### src/rtl/nebula_axil_arbiter.sv
`default_nettype none
// ==== nebula_axil_arbiter : round-robin N-master arbiter onto one AXI-lite style config slave ====
// ==== rev 1.0 : initial release                                                               ====
module nebula_axil_arbiter #(
  parameter int N_MASTERS   = 3,
  parameter int ADDR_W      = 32,
  parameter int TIMEOUT_CYC = 64
) (
  input  logic                          clk,
  input  logic                          rst_n,
  input  logic [N_MASTERS-1:0]          m_req_valid,
  input  logic [N_MASTERS-1:0]          m_req_write,
  input  logic [N_MASTERS*ADDR_W-1:0]   m_req_addr,
  input  logic [N_MASTERS*32-1:0]       m_req_wdata,
  input  logic [N_MASTERS*4-1:0]        m_req_wstrb,
  output logic [N_MASTERS-1:0]          m_req_ready,
  output logic [N_MASTERS-1:0]          m_rsp_valid,
  output logic [31:0]                   m_rsp_rdata,
  output logic [1:0]                    m_rsp_resp,
  input  logic [N_MASTERS-1:0]          m_rsp_ready,
  output logic                          s_req_valid,
  output logic                          s_req_write,
  output logic [ADDR_W-1:0]             s_req_addr,
  output logic [31:0]                   s_req_wdata,
  output logic [3:0]                    s_req_wstrb,
  input  logic                          s_req_ready,
  input  logic                          s_rsp_valid,
  input  logic [31:0]                   s_rsp_rdata,
  input  logic [1:0]                    s_rsp_resp,
  output logic                          s_rsp_ready,
  output logic                          busy,
  output logic [2:0]                    grant_id,
  output logic [15:0]                   timeout_cnt
);

  localparam int                 C_PTR_W    = (N_MASTERS > 1) ? $clog2(N_MASTERS) : 1;
  localparam int                 C_TMR_W    = $clog2(TIMEOUT_CYC);
  localparam logic [C_TMR_W-1:0] C_TMR_LAST = C_TMR_W'(TIMEOUT_CYC - 1);
  localparam logic [C_PTR_W-1:0] C_M_LAST   = C_PTR_W'(N_MASTERS - 1);
  localparam logic [C_PTR_W:0]   C_M_NUM    = (C_PTR_W + 1)'(N_MASTERS);

  typedef enum logic [1:0] {
    IDLE  = 2'd0,
    ISSUE = 2'd1,
    WAIT  = 2'd2,
    RESP  = 2'd3
  } state_t;

  state_t               r_state;
  state_t               w_state_nxt;

  logic [ADDR_W-1:0]    w_addr_arr  [N_MASTERS];
  logic [31:0]          w_wdata_arr [N_MASTERS];
  logic [3:0]           w_wstrb_arr [N_MASTERS];

  logic [C_PTR_W-1:0]   r_rr_ptr;
  logic [C_PTR_W-1:0]   r_gnt;
  logic [C_PTR_W-1:0]   w_sel;
  logic [C_PTR_W:0]     w_idx_sum;
  logic [C_PTR_W-1:0]   w_idx;
  logic                 w_found;
  logic                 w_accept;
  logic                 w_cap_slave;
  logic                 w_cap_timeout;
  logic                 w_tmr_hit;

  logic [C_TMR_W-1:0]   r_tmr;
  logic                 r_req_write;
  logic [ADDR_W-1:0]    r_req_addr;
  logic [31:0]          r_req_wdata;
  logic [3:0]           r_req_wstrb;
  logic [31:0]          r_rsp_rdata;
  logic [1:0]           r_rsp_resp;
  logic [15:0]          r_to_cnt;

  for (genvar g = 0; g < N_MASTERS; g++) begin : g_unpack
    assign w_addr_arr[g]  = m_req_addr[g*ADDR_W +: ADDR_W];
    assign w_wdata_arr[g] = m_req_wdata[g*32 +: 32];
    assign w_wstrb_arr[g] = m_req_wstrb[g*4 +: 4];
  end

  // First valid requester at or above the pointer, wrapping at N_MASTERS
  always_comb begin
    w_found   = 1'b0;
    w_sel     = '0;
    w_idx_sum = '0;
    w_idx     = '0;
    for (int k = 0; k < N_MASTERS; k++) begin
      w_idx_sum = {1'b0, r_rr_ptr} + (C_PTR_W + 1)'(k);
      if (w_idx_sum >= C_M_NUM) begin
        w_idx_sum = w_idx_sum - C_M_NUM;
      end
      w_idx = w_idx_sum[C_PTR_W-1:0];
      if (!w_found && m_req_valid[w_idx]) begin
        w_found = 1'b1;
        w_sel   = w_idx;
      end
    end
  end

  assign w_tmr_hit = (r_tmr == C_TMR_LAST);

  always_ff @(posedge clk or negedge rst_n) begin
    if (!rst_n) begin
      r_state <= IDLE;
    end else begin
      r_state <= w_state_nxt;
    end
  end

  always_comb begin
    w_state_nxt   = r_state;
    w_accept      = 1'b0;
    w_cap_slave   = 1'b0;
    w_cap_timeout = 1'b0;
    m_req_ready   = '0;
    m_rsp_valid   = '0;
    s_req_valid   = 1'b0;
    s_rsp_ready   = 1'b0;
    case (r_state)
      IDLE: begin
        // Gated by rst_n so the accept pulse is also silent while reset is held
        if (w_found && rst_n) begin
          w_accept           = 1'b1;
          m_req_ready[w_sel] = 1'b1;
          w_state_nxt        = ISSUE;
        end
      end
      ISSUE: begin
        s_req_valid = 1'b1;
        s_rsp_ready = 1'b1;
        if (s_req_ready && s_rsp_valid) begin
          w_cap_slave = 1'b1;
          w_state_nxt = RESP;
        end else if (w_tmr_hit) begin
          w_cap_timeout = 1'b1;
          w_state_nxt   = RESP;
        end else if (s_req_ready) begin
          w_state_nxt = WAIT;
        end
      end
      WAIT: begin
        s_rsp_ready = 1'b1;
        if (s_rsp_valid) begin
          w_cap_slave = 1'b1;
          w_state_nxt = RESP;
        end else if (w_tmr_hit) begin
          w_cap_timeout = 1'b1;
          w_state_nxt   = RESP;
        end
      end
      RESP: begin
        m_rsp_valid[r_gnt] = 1'b1;
        if (m_rsp_ready[r_gnt]) begin
          w_state_nxt = IDLE;
        end
      end
      default: begin
        w_state_nxt = IDLE;
      end
    endcase
  end

  always_ff @(posedge clk or negedge rst_n) begin
    if (!rst_n) begin
      r_rr_ptr    <= '0;
      r_gnt       <= '0;
      r_tmr       <= '0;
      r_req_write <= 1'b0;
      r_req_addr  <= '0;
      r_req_wdata <= '0;
      r_req_wstrb <= '0;
      r_rsp_rdata <= '0;
      r_rsp_resp  <= '0;
      r_to_cnt    <= '0;
    end else begin
      if (w_accept) begin
        r_rr_ptr    <= (w_sel == C_M_LAST) ? '0 : w_sel + 1'b1;
        r_gnt       <= w_sel;
        r_tmr       <= '0;
        r_req_write <= m_req_write[w_sel];
        r_req_addr  <= w_addr_arr[w_sel];
        r_req_wdata <= w_wdata_arr[w_sel];
        r_req_wstrb <= w_wstrb_arr[w_sel];
      end else if (r_state == ISSUE || r_state == WAIT) begin
        r_tmr <= r_tmr + 1'b1;
      end
      if (w_cap_slave) begin
        r_rsp_rdata <= s_rsp_rdata;
        r_rsp_resp  <= s_rsp_resp;
      end else if (w_cap_timeout) begin
        r_rsp_rdata <= '0;
        r_rsp_resp  <= 2'b10;
        if (r_to_cnt != 16'hFFFF) begin
          r_to_cnt <= r_to_cnt + 16'd1;
        end
      end
    end
  end

  assign s_req_write = r_req_write;
  assign s_req_addr  = r_req_addr;
  assign s_req_wdata = r_req_wdata;
  assign s_req_wstrb = r_req_wstrb;
  assign m_rsp_rdata = r_rsp_rdata;
  assign m_rsp_resp  = r_rsp_resp;
  assign busy        = (r_state != IDLE);
  assign grant_id    = 3'(r_gnt);
  assign timeout_cnt = r_to_cnt;

endmodule
`default_nettype wire
### config.mk
export PLATFORM = sky130hd
export DESIGN_NAME = nebula_axil_arbiter
export DESIGN_NICKNAME = d
export VERILOG_FILES = /design/src/rtl/nebula_axil_arbiter.sv
export SDC_FILE = /design/constraint.sdc
export NUM_CORES = 1
export LEC_CHECK = 0
export ABC_AREA = 1
export CAP_MARGIN = 20
export CORE_AREA = 2 2 150 152
export CTS_BUF_LIST = sky130_fd_sc_hd__clkbuf_4
export CTS_CLUSTER_SIZE = 10
export DETAILED_ROUTE_END_ITERATION = 10
export DIE_AREA = 0 0 152 154
export PLACE_DENSITY = 0.71
export SYNTH_ARGS = -nofsm -noshare
export SYNTH_HDL_FRONTEND = slang
export SYNTH_SLANG_ARGS = --single-unit
### constraint.sdc
create_clock -name clk -period 3.2 [get_ports clk]
set_input_delay 0.48 -clock clk [delete_from_list [all_inputs] [get_ports clk]]
set_output_delay 0.48 -clock clk [all_outputs]
set_load 0.01 [all_outputs]
### Word-level counts from Yosys, hierarchy flattened

Cells that the tools add are included.

| word-level totals | value |
|---|---|
| flip-flop bits (word level) | 131 |
| bits in latches | 0 |
| bits in writable memories | 0 |
| bits in read-only memories | 0 |
| input bits | 251 |
| logic and storage cells | 119 |
| memories kept | 0 |

| operators by class | value |
|---|---|
| add/sub/neg operators | 8 |
| multiply operators | 0 |
| divide/modulo/power cells | 0 |
| order comparisons | 11 |
| eq/ne operators | 10 |
| shifts and indexed selects | 0 |
| multiplexer cells | 61 |
| bitwise gates (word level) | 2 |
| reduce and logical (&&, ||, !) cells | 16 |

Operators by type and width:

| operator | count |
|---|---|
| $mux W32 | 6 |
| $bmux W32 S2 | 2 |
| $mux W2 | 16 |
| $mux W1 | 19 |
| $add A16 B1 Y16 const B | 1 |
| $ne A16 B16 Y1 const B | 1 |
| $lt A2 B3 Y1 const B | 5 |
| $mux W6 | 2 |
| $bmux W1 S2 | 5 |
| $mux W3 | 3 |
| $bmux W4 S2 | 1 |
| $mux W4 | 2 |
| $pmux W2 S4 | 1 |
| $add A6 B1 Y6 const B | 1 |
| $eq A2 B2 Y1 const B | 3 |
| $eq A6 B6 Y1 const B | 1 |
| $ge A3 B2 Y1 const B | 2 |
| $logic_and A1 B1 Y1 | 6 |
| $reduce_bool A2 Y1 | 3 |
| $sub A2 B2 Y2 const B | 3 |
| $demux W1 S2 | 2 |
| $ge A2 B1 Y1 const B | 2 |
| $ne A2 B2 Y1 const B | 2 |
| $ne A4 B4 Y1 const B | 1 |
| other kinds (16) | 18 |

### Longest topological paths before layout

Gate-level depths: netlist (run 1).

| logic depth | value |
|---|---|
| depth after elaboration | 17 |
| gate-level depth with buffers | 16 |
| depth with buffers taken out | 15 |

### Worst setup path before layout (run 1)

No wires, ideal clock.

| path | value |
|---|---|
| path type | reg2out |
| from | register r_rr_ptr[0] |
| to | output m_req_ready[0] |
| data arrival time | 1.961 ns |
| slack | 0.759 ns |
| stages on the path, launching flop included | 12 |
| cells stage by stage | dfrtp_1 inv_1 ha_1 inv_2 nand3_1 nand2_1 nor2_4 nand3_4 o21ai_4 buf_4 nand2_1 nor2_1 |

| between the ends | value |
|---|---|
| word-level cells in the longest chain between the ends | 17 |
| elaborated cells between the ends (all ways) | 35 |
| classes of those cells | add/sub: 5; order compare: 5; mux: 19; reduce/logical: 6 |

Ends and longest elaborated chain:

| element | line | source |
|---|---|---|
| start: declaration | 56 | `logic [C_PTR_W-1:0] r_rr_ptr;` |
| start signal: assignment | 178 | `r_rr_ptr <= (w_sel == C_M_LAST) ? '0 : w_sel + 1'b1;` |
| branches (longest 15 deep; another with $add A2 B1 Y3) | n/a |  |
| $mux W3 * | 123 | `if (w_found && rst_n) begin` |
| $mux W3 * | 120 | `case (r_state)` |
| end: declaration | 16 | `output logic [N_MASTERS-1:0] m_req_ready,` |

Mark *: on every way between the ends. The select of a mux whose other input is x is not followed.

### Worst setup path in the final report (run 1)

| path | value |
|---|---|
| from | register r_rr_ptr[1] |
| to | output m_req_ready[1] |

The elaborated chain is that of the path after synthesis.

==> impl_table.tex, run 1 <==
\begin{tabular}{lr}
\hline
Metric & Value \\
\hline
\multicolumn{2}{l}{\textbf{Yosys}} \\
Largest family of logic cells by synthesized area & simple AND/OR/NAND/NOR gates \\
Synthesized netlist net count & 1333 \\
Cells taking the most area after synthesis & sky130\_fd\_sc\_hd\_\_dfrtp\_1 43\%, sky130\_fd\_sc\_hd\_\_nand2\_1 21\%, sky130\_fd\_sc\_hd\_\_nand3\_1 11\% \\
Main flop type after synthesis & sky130\_fd\_sc\_hd\_\_dfrtp\_1 \\
Top cell type's share of synthesized area & 42.9\% \\
Simple-Gate Fraction of Synth Area & 35.1\% \\
Avg Synthesized Cell Area & 7.12 µm² \\
Combined area of all synthesized cells & 7630 µm² \\
Yosys cell types & 39 \\
Fraction of synthesized area in multiplexers & 0\% \\
Yosys warnings & 0 \\
Synth Area in Adders & 1.64\% \\
Share of the synthesized area in compound gates (AO/OA/AOI/OAI) & 5.95\% \\
Share of flip-flops with an asynchronous set or reset after synthesis & 100\% \\
Flip-flop and latch count after synthesis & 131 \\
Post-synth EDFFs & 0 \\
Cell count after synthesis & 1072 \\
Share of the yosys chip area belonging to registers & 42.9\% \\
Fraction of synthesized cell area in xor and xnor cells & 1.26\% \\
Cell taking the most area after synthesis & sky130\_fd\_sc\_hd\_\_dfrtp\_1 \\
\multicolumn{2}{l}{\textbf{Floorplanning}} \\
CORE AREA & 21700 µm² \\
Y dimension of the die & 154 µm \\
Area of the die & 23400 µm² \\
Cell Rows & 54 \\
Initial Utilization & 35.2\% \\
Top Ports & 382 \\
Chip width & 152 µm \\
\multicolumn{2}{l}{\textbf{Clock network}} \\
Number of buffers created by CTS & 17 \\
Maximum clock path buffer count & 2 \\
H-tree depth & 4 \\
Clock tree from TritonCTS & yes \\
Cts-stage hold buffer count & 0 \\
Clock tree sinks & 131 \\
Clock transition at the registers of the reported paths & 120 ps \\
Source-to-sink clock delay at the later pin of the worst-skew pair & 540 ps \\
Root Buffer & sky130\_fd\_sc\_hd\_\_clkbuf\_4 \\
\multicolumn{2}{l}{\textbf{Setup path}} \\
Signal arrival time at the worst endpoint & 2550 ps \\
Master of the slowest instance on the critical path & sky130\_fd\_sc\_hd\_\_dfrtp\_1 \\
Critical path peak fanout & 6 \\
Largest stage delay on the critical path & 450 ps \\
Critical Setup Path Class & reg -> out \\
Required time at the worst-slack endpoint & 2720 ps \\
Critical-path cell list & ha\_4 > inv\_2 > nand3\_1 > nand2\_1 > nor2\_4 > buf\_4 > nand3\_4 > o21ai\_4 > nand2\_4 > nor2\_1 > dlygate4sd2\_1 \\
Kind of cell adding the most delay to the critical path & simple AND/OR/NAND/NOR gates \\
Crit path buffers/inverters & 3 \\
Critical path startpoint category & register \\
Crit. End Element & primary output \\
\multicolumn{2}{l}{\textbf{Detailed routing}} \\
DRC Markers & 0 \\
Drt first pass iters & 5 \\
Vias per cell & 4.59 \\
Overall routed net length & 25.3 mm \\
Antenna viol nets, final & 0 \\
Vias post-DR & 7993 \\
Wire length per cell after detailed routing & 14.5 µm \\
Iteration-0 DRC count of the detailed router & 411 \\
\multicolumn{2}{l}{\textbf{STA}} \\
Final Max Tran Viols & 0 \\
Slew of the pin with the lowest slew margin & 978 ps \\
RSZ-0062 raised after global routing & no \\
Final setup violation count & 0 \\
Max\_slew headroom & 34.7\% \\
Final sum of negative setup slack & 0 ps \\
Final Hold Vio Count & 0 \\
Period utilization & 94.7\% \\
Top achievable clock speed & 330 MHz \\
Min cycle time layout & 3030 ps \\
Clock Skew & 31.3 ps \\
Worst setup slack after layout & 169 ps \\
\multicolumn{2}{l}{\textbf{Place}} \\
Post-placement cell area & 11600 µm² \\
Detailed placer's ending HPWL & 18.6 mm \\
Post-Place Setup Slack & 139 ps \\
Final RePlAce weighted congestion & 0.880 \\
Port bufs & 380 \\
\multicolumn{2}{l}{\textbf{Global route}} \\
Largest net degree at the start of global routing & 75 \\
Wire length of the first global-routing pass & 40.5 mm \\
Total congestion overflow & 0 \\
Initial antenna violation count & 1 \\
Aggregate global-route resource usage & 21.5\% \\
Vias in the first global route & 7887 \\
\multicolumn{2}{l}{\textbf{Power and ir drop}} \\
Peak supply drop & 0.000456 V \\
Static leakage power & 6.12 nW \\
Cell Int Power & 5.71 mW \\
Power density relative to cell area & 861 nW/µm² \\
Switching power & 4.65 mW \\
Combinational Power Share & 61.3\% \\
Switching share of power & 44.9\% \\
Sequential power share & 26.3\% \\
Clock group share of total power & 12.4\% \\
\multicolumn{2}{l}{\textbf{Final layout}} \\
Final layout net count & 1705 \\
Filler cells & 2062 \\
Layout area overhead & 57.5\% \\
Design area & 12000 µm² \\
Fraction of final layout cells sized beyond drive strength 1 & 5.77\% \\
\multicolumn{2}{l}{\textbf{Worst hold path}} \\
Min-Delay Path Class & in -> async \\
\multicolumn{2}{l}{\textbf{Run}} \\
Count of max-cap constraint violations & 0 \\
\multicolumn{2}{l}{\textbf{Run status}} \\
Outcome & completed \\
\hline
\end{tabular}
==> flip-flops by register name (all words and copies together) (netlist names), 2 cells and up <==
name         flops
m_rsp_resp       2
s_req_wstrb      4
m_rsp_rdata     32
timeout_cnt     16
r_rr_ptr         2
s_req_addr      32
r_tmr            6
s_req_wdata     32
r_state          2
r_gnt            2
==> power groups by stage <==
stage | Clock (mW) | Combinational (mW) | Sequential (mW)
2_1_floorplan | 0 | 3.49 | 3.00
3_3_place_gp | 0 | 6.24 | 2.72
3_5_place_dp | 0 | 6.26 | 2.74
4_1_cts | 1.34 | 6.33 | 2.72
5_1_grt | 1.41 | 7.05 | 2.81
6_report | 1.28 | 6.35 | 2.72
==> stage by stage <==
stage	total power [mW]	instances	hold WS, ps	util [%]
2_1_floorplan	6.49	1072	184	-
4_1_cts	10.4	1731	55.2	55.1
3_5_place_dp	9.00	1698	464	53.5
3_3_place_gp	8.96	1698	463	53.5
5_1_grt	11.3	1740	75.5	55.5
6_report	10.4	1740	74.5	55.5
==> routing by layer <==
metal / up-vias / global-route usage (%) / part of all wire (%)
met2: 264 / 36.4 / 49
met4: 0 / 7.79 / 2.6
met5: - / 0 / 0
met1: 3634 / 26.4 / 42
met3: 40 / 5.78 / 6.3
li1: 4055 / - / -
==> cell usage after synthesis (all sizes together) (4+ instances only) <==
cell	number
nand2	425
inv	183
clkbuf	8
nor2	19
xnor2	5
buf	41
ha	10
nor3	8
a22o	33
xor2	6
o21ai	16
nor4	4
dfrtp	131
nand3	163
nand3b	4
a21oi	5
==> layout by cell type, fill, tap and decap left out, drive strengths merged <==
| master | Yosys | layout |
|---|---|---|
| a21boi | 1 | 1 |
| a21oi | 5 | 5 |
| a22o | 33 | 33 |
| a32oi | 1 | 1 |
| buf | 41 | 23 |
| bufinv | 0 | 3 |
| clkbuf | 8 | 19 |
| clkdlybuf4s50 | 0 | 376 |
| clkinv | 1 | 4 |
| clkinvlp | 0 | 2 |
| conb | 1 | 1 |
| dfrtp | 131 | 131 |
| diode | 0 | 3 |
| dlygate4sd2 | 0 | 1 |
| ha | 10 | 10 |
| inv | 183 | 190 |
| nand2 | 425 | 425 |
| nand3 | 163 | 163 |
| nand3b | 4 | 4 |
| nand4 | 2 | 2 |
| nor2 | 19 | 19 |
| nor3 | 8 | 8 |
| nor4 | 4 | 4 |
| o211ai | 1 | 1 |
| o21ai | 16 | 16 |
| o22a | 1 | 1 |
| o22ai | 2 | 2 |
| or2 | 1 | 1 |
| xnor2 | 5 | 5 |
| xor2 | 6 | 6 |
==> kinds of logic after synthesis <==
logic type / after synthesis
DFF: 131
AOI/OAI and AO/OA: 60
buffers and inverters: 233
other: 1
xor gates and xnor gates: 11
adders and majority gates: 10
and+or+nand+nor: 626
==> timing repair <==
item | 4_1_cts | 5_1_grt
gates resized for setup | 8 | 8
pin swaps | 0 | 4
hold endpoints to repair | 0 | 0
setup buffers | 1 | 5
cloned | 0 | 0
endpoints found under the setup margin | 3 | 2
==> final timing paths <==
check                      cells after the start  slack [ps]               to            from
setup / recovery                              11         170   m_req_ready[1]     r_rr_ptr[1]
hold / removal                                 2          70  s_req_wdata[27]           rst_n
setup reg to reg                              17         330  s_req_wdata[29]     r_rr_ptr[0]
hold reg to reg                                2         490   s_req_wdata[0]  s_req_wdata[0]
max in group asynchronous                      3        1620  s_req_wdata[16]           rst_n
min in group clk                               5         430       r_state[1]           rst_n
==> layout make-up <==
type                            instances  area (µm²)  area share (%)
Antenna cell                            3        7.51          0.0624
Clock buffer                           17         128            1.06
Clock inverter                         15         196            1.63
Inverter                              184         693            5.76
Multi-Input combinational cell        708        3390            28.2
Sequential cell                       131        3280            27.3
Tap cell                              280         350            2.91
Timing Repair Buffer                  402        3980            33.1
Power figures use the tool's default switching activity.
==> run 2, diff against run 1 <==
--- a/config.mk
+++ b/config.mk
@@ -13,6 +13,7 @@
 export DETAILED_ROUTE_END_ITERATION = 10
 export DIE_AREA = 0 0 152 154
 export PLACE_DENSITY = 0.71
+export REMOVE_ABC_BUFFERS = 1
 export SYNTH_ARGS = -nofsm -noshare
 export SYNTH_HDL_FRONTEND = slang
 export SYNTH_SLANG_ARGS = --single-unit
==> run 2 against run 1 <==
Against the previous run: non-clock buffer count unchanged; critical path type unchanged; cell count about the same; die area is the same; core utilization shrank 0.052 points; sequential share of layout area is essentially flat; register-to-register slack gained 260 ps; clock power fell by 12%.
==> impl_table.tex, run 2 (synthesized netlist as in run 1, its figures left out) <==
\begin{tabular}{lr}
\hline
Metric & Value \\
\hline
\multicolumn{2}{l}{\textbf{Global route}} \\
Largest net degree at the start of global routing & 78 (+4.0\%) \\
Wire length of the first global-routing pass & 40.4 mm (-0.29\%) \\
Initial antenna violation count & 2 (+1) \\
Aggregate global-route resource usage & 21.5\% (+0.040 points) \\
Total congestion overflow & 0 (unchanged) \\
Vias in the first global route & 7817 (-0.89\%) \\
\multicolumn{2}{l}{\textbf{Detailed routing}} \\
Wire length per cell after detailed routing & 14.9 µm (+2.6\%) \\
Iteration-0 DRC count of the detailed router & 428 (+4.1\%) \\
Drt first pass iters & 5 (unchanged) \\
Antenna viol nets, final & 0 (unchanged) \\
Vias post-DR & 8129 (+1.7\%) \\
DRC Markers & 0 (unchanged) \\
Overall routed net length & 25.9 mm (+2.6\%) \\
Vias per cell & 4.67 (+1.8\%) \\
\multicolumn{2}{l}{\textbf{Worst hold path}} \\
Min-Delay Path Class & in -> async \\
\multicolumn{2}{l}{\textbf{Setup path}} \\
Crit path buffers/inverters & 4 (+1) \\
Master of the slowest instance on the critical path & sky130\_fd\_sc\_hd\_\_dfrtp\_1 \\
Crit. End Element & primary output \\
Kind of cell adding the most delay to the critical path & simple AND/OR/NAND/NOR gates \\
Critical-path cell list & ha\_4 > inv\_2 > nand3\_1 > nand2\_1 > nor2\_4 > nand2\_1 > o21ai\_2 > inv\_2 > nand2\_4 > inv\_2 > nand2\_1 > nor2\_1 > clkdlybuf4s15\_1 \\
Largest stage delay on the critical path & 460 ps (about the same) \\
Critical Setup Path Class & reg -> out \\
Critical path startpoint category & register \\
Required time at the worst-slack endpoint & 2720 ps (about the same) \\
Critical path peak fanout & 6 (unchanged) \\
Signal arrival time at the worst endpoint & 2550 ps (about the same) \\
\multicolumn{2}{l}{\textbf{Power and ir drop}} \\
Peak supply drop & 0.000578 V (+27\%) \\
Static leakage power & 6.11 nW (-0.18\%) \\
Power after layout & 10.3 mW (-0.62\%) \\
Power density relative to cell area & 856 nW/µm² (-0.53\%) \\
\multicolumn{2}{l}{\textbf{Final layout}} \\
Most frequent standard cell in the layout excluding fill and tap cells & sky130\_fd\_sc\_hd\_\_nand2\_1 \\
Final layout net count & 1705 (unchanged) \\
Final Instance Count excl. Fillers & 1739 (-0.057\%) \\
Finished Core Util & 55.4\% (about the same) \\
Design area & 12000 µm² (about the same) \\
Fraction of final layout cells sized beyond drive strength 1 & 5.49\% (-0.27 points) \\
Layout area overhead & 57.4\% (about the same) \\
Highest-count cells in the layout ignoring fill and taps & 419 x sky130\_fd\_sc\_hd\_\_nand2\_1, 376 x sky130\_fd\_sc\_hd\_\_clkdlybuf4s50\_1, 175 x sky130\_fd\_sc\_hd\_\_inv\_1 \\
\multicolumn{2}{l}{\textbf{STA}} \\
Top achievable clock speed & 330 MHz (about the same) \\
Final Hold Vio Count & 0 (unchanged) \\
Worst hold margin & 415 ps (+340 ps) \\
Slew of the pin with the lowest slew margin & 701 ps (-277 ps) \\
Final setup violation count & 0 (unchanged) \\
RSZ-0062 raised after global routing & no \\
Period utilization & 94.7\% (about the same) \\
Final sum of negative setup slack & 0 ps (unchanged) \\
Worst setup slack after layout & 171 ps (+1.73 ps) \\
Final Max Tran Viols & 0 (unchanged) \\
Clock Skew & 23.1 ps (-8.25 ps) \\
Max\_slew headroom & 53.3\% (+19 points) \\
Min cycle time layout & 3030 ps (-1.73 ps) \\
\multicolumn{2}{l}{\textbf{Floorplanning}} \\
Initial Utilization & 35.2\% (unchanged) \\
CORE AREA & 21700 µm² (unchanged) \\
Chip width & 152 µm (unchanged) \\
Area of the die & 23400 µm² (unchanged) \\
Y dimension of the die & 154 µm (unchanged) \\
Cell Rows & 54 (unchanged) \\
Top Ports & 382 (unchanged) \\
\multicolumn{2}{l}{\textbf{Clock network}} \\
Maximum clock path buffer count & 2 (unchanged) \\
Clock tree from TritonCTS & yes \\
Clock tree sinks & 131 (unchanged) \\
Clock transition at the registers of the reported paths & 150 ps (+30 ps) \\
H-tree depth & 4 (unchanged) \\
Root Buffer & sky130\_fd\_sc\_hd\_\_clkbuf\_4 \\
Number of buffers created by CTS & 17 (unchanged) \\
Source-to-sink clock delay at the later pin of the worst-skew pair & 540 ps (about the same) \\
\multicolumn{2}{l}{\textbf{Place}} \\
Total placed cells including tap cells & 1699 (+0.059\%) \\
Detailed placer's ending HPWL & 19.3 mm (+4.0\%) \\
Post-placement cell area & 11600 µm² (+0.17\%) \\
Post-Place Setup Slack & 141 ps (+2.02 ps) \\
Port bufs & 380 (unchanged) \\
Final RePlAce weighted congestion & 0.892 (+1.3\%) \\
\multicolumn{2}{l}{\textbf{Run status}} \\
Outcome & completed \\
\multicolumn{2}{l}{\textbf{Run}} \\
Count of max-cap constraint violations & 0 (unchanged) \\
\hline
\end{tabular}
[run 2: cell count changes in the layout (fill, tap and decap cells not counted), moves of 2 or more]
cell,before,now
sky130_fd_sc_hd__bufinv_16,3,0
sky130_fd_sc_hd__clkinv_8,0,2
sky130_fd_sc_hd__inv_6,4,7
sky130_fd_sc_hd__buf_4,21,18
[run 2: layout make-up]
type,instances,area (µm²)
fill,2076,9670
timing repair buffer,402,4020
multi-input combinational,708,3390
clock inverter,15,155
sequential,131,3280
antenna,2,5.00
inverter,184,693
clock buffer,17,128
tap,280,350
[run 2: worst paths after layout]
check,cells after the start,end,startpoint,slack [ps]
min reg2reg,2,s_req_wdata[11],s_req_wdata[11],500
max,13,m_req_ready[0],r_rr_ptr[1],170
min,3,r_gnt[0],rst_n,410
max in group asynchronous,3,s_req_addr[30],rst_n,2070
min in group clk,2,s_req_wdata[11],s_req_wdata[11],500
max reg2reg,14,s_req_addr[23],r_rr_ptr[1],590
[run 2: layer usage]
metal	GRT usage (%)	part of all wire [%]	wire (µm)	vias up
met5	0	0	0	-
met2	37.3	50	12900	309
met4	7.97	3.0	765	0
met1	25.2	40	10300	3715
li1	-	-	-	4060
met3	6.65	7.7	1990	45
[run 2: where the power goes]
group | leakage (nW) | switching (mW) | internal (mW) | total, mW
Clock | 0.152 | 0.774 | 0.359 | 1.13
Sequential | 1.65 | 0.388 | 2.33 | 2.72
Combinational | 4.31 | 3.64 | 2.80 | 6.44
Total | 6.11 | 4.80 | 5.49 | 10.3
[run 2: tightest hold or removal path, delay by kind of cell]
kind	cells	cell delay, ps
buf+inv	3	830
[run 2: repair_timing]
action                                  in CTS  in global routing
hold buffers                                 0                  1
pin swaps                                    0                  2
gates resized for setup                      6                  6
hold endpoints to repair                     0                  6
endpoints found under the setup margin       3                  3
buffers inserted                             0                  3
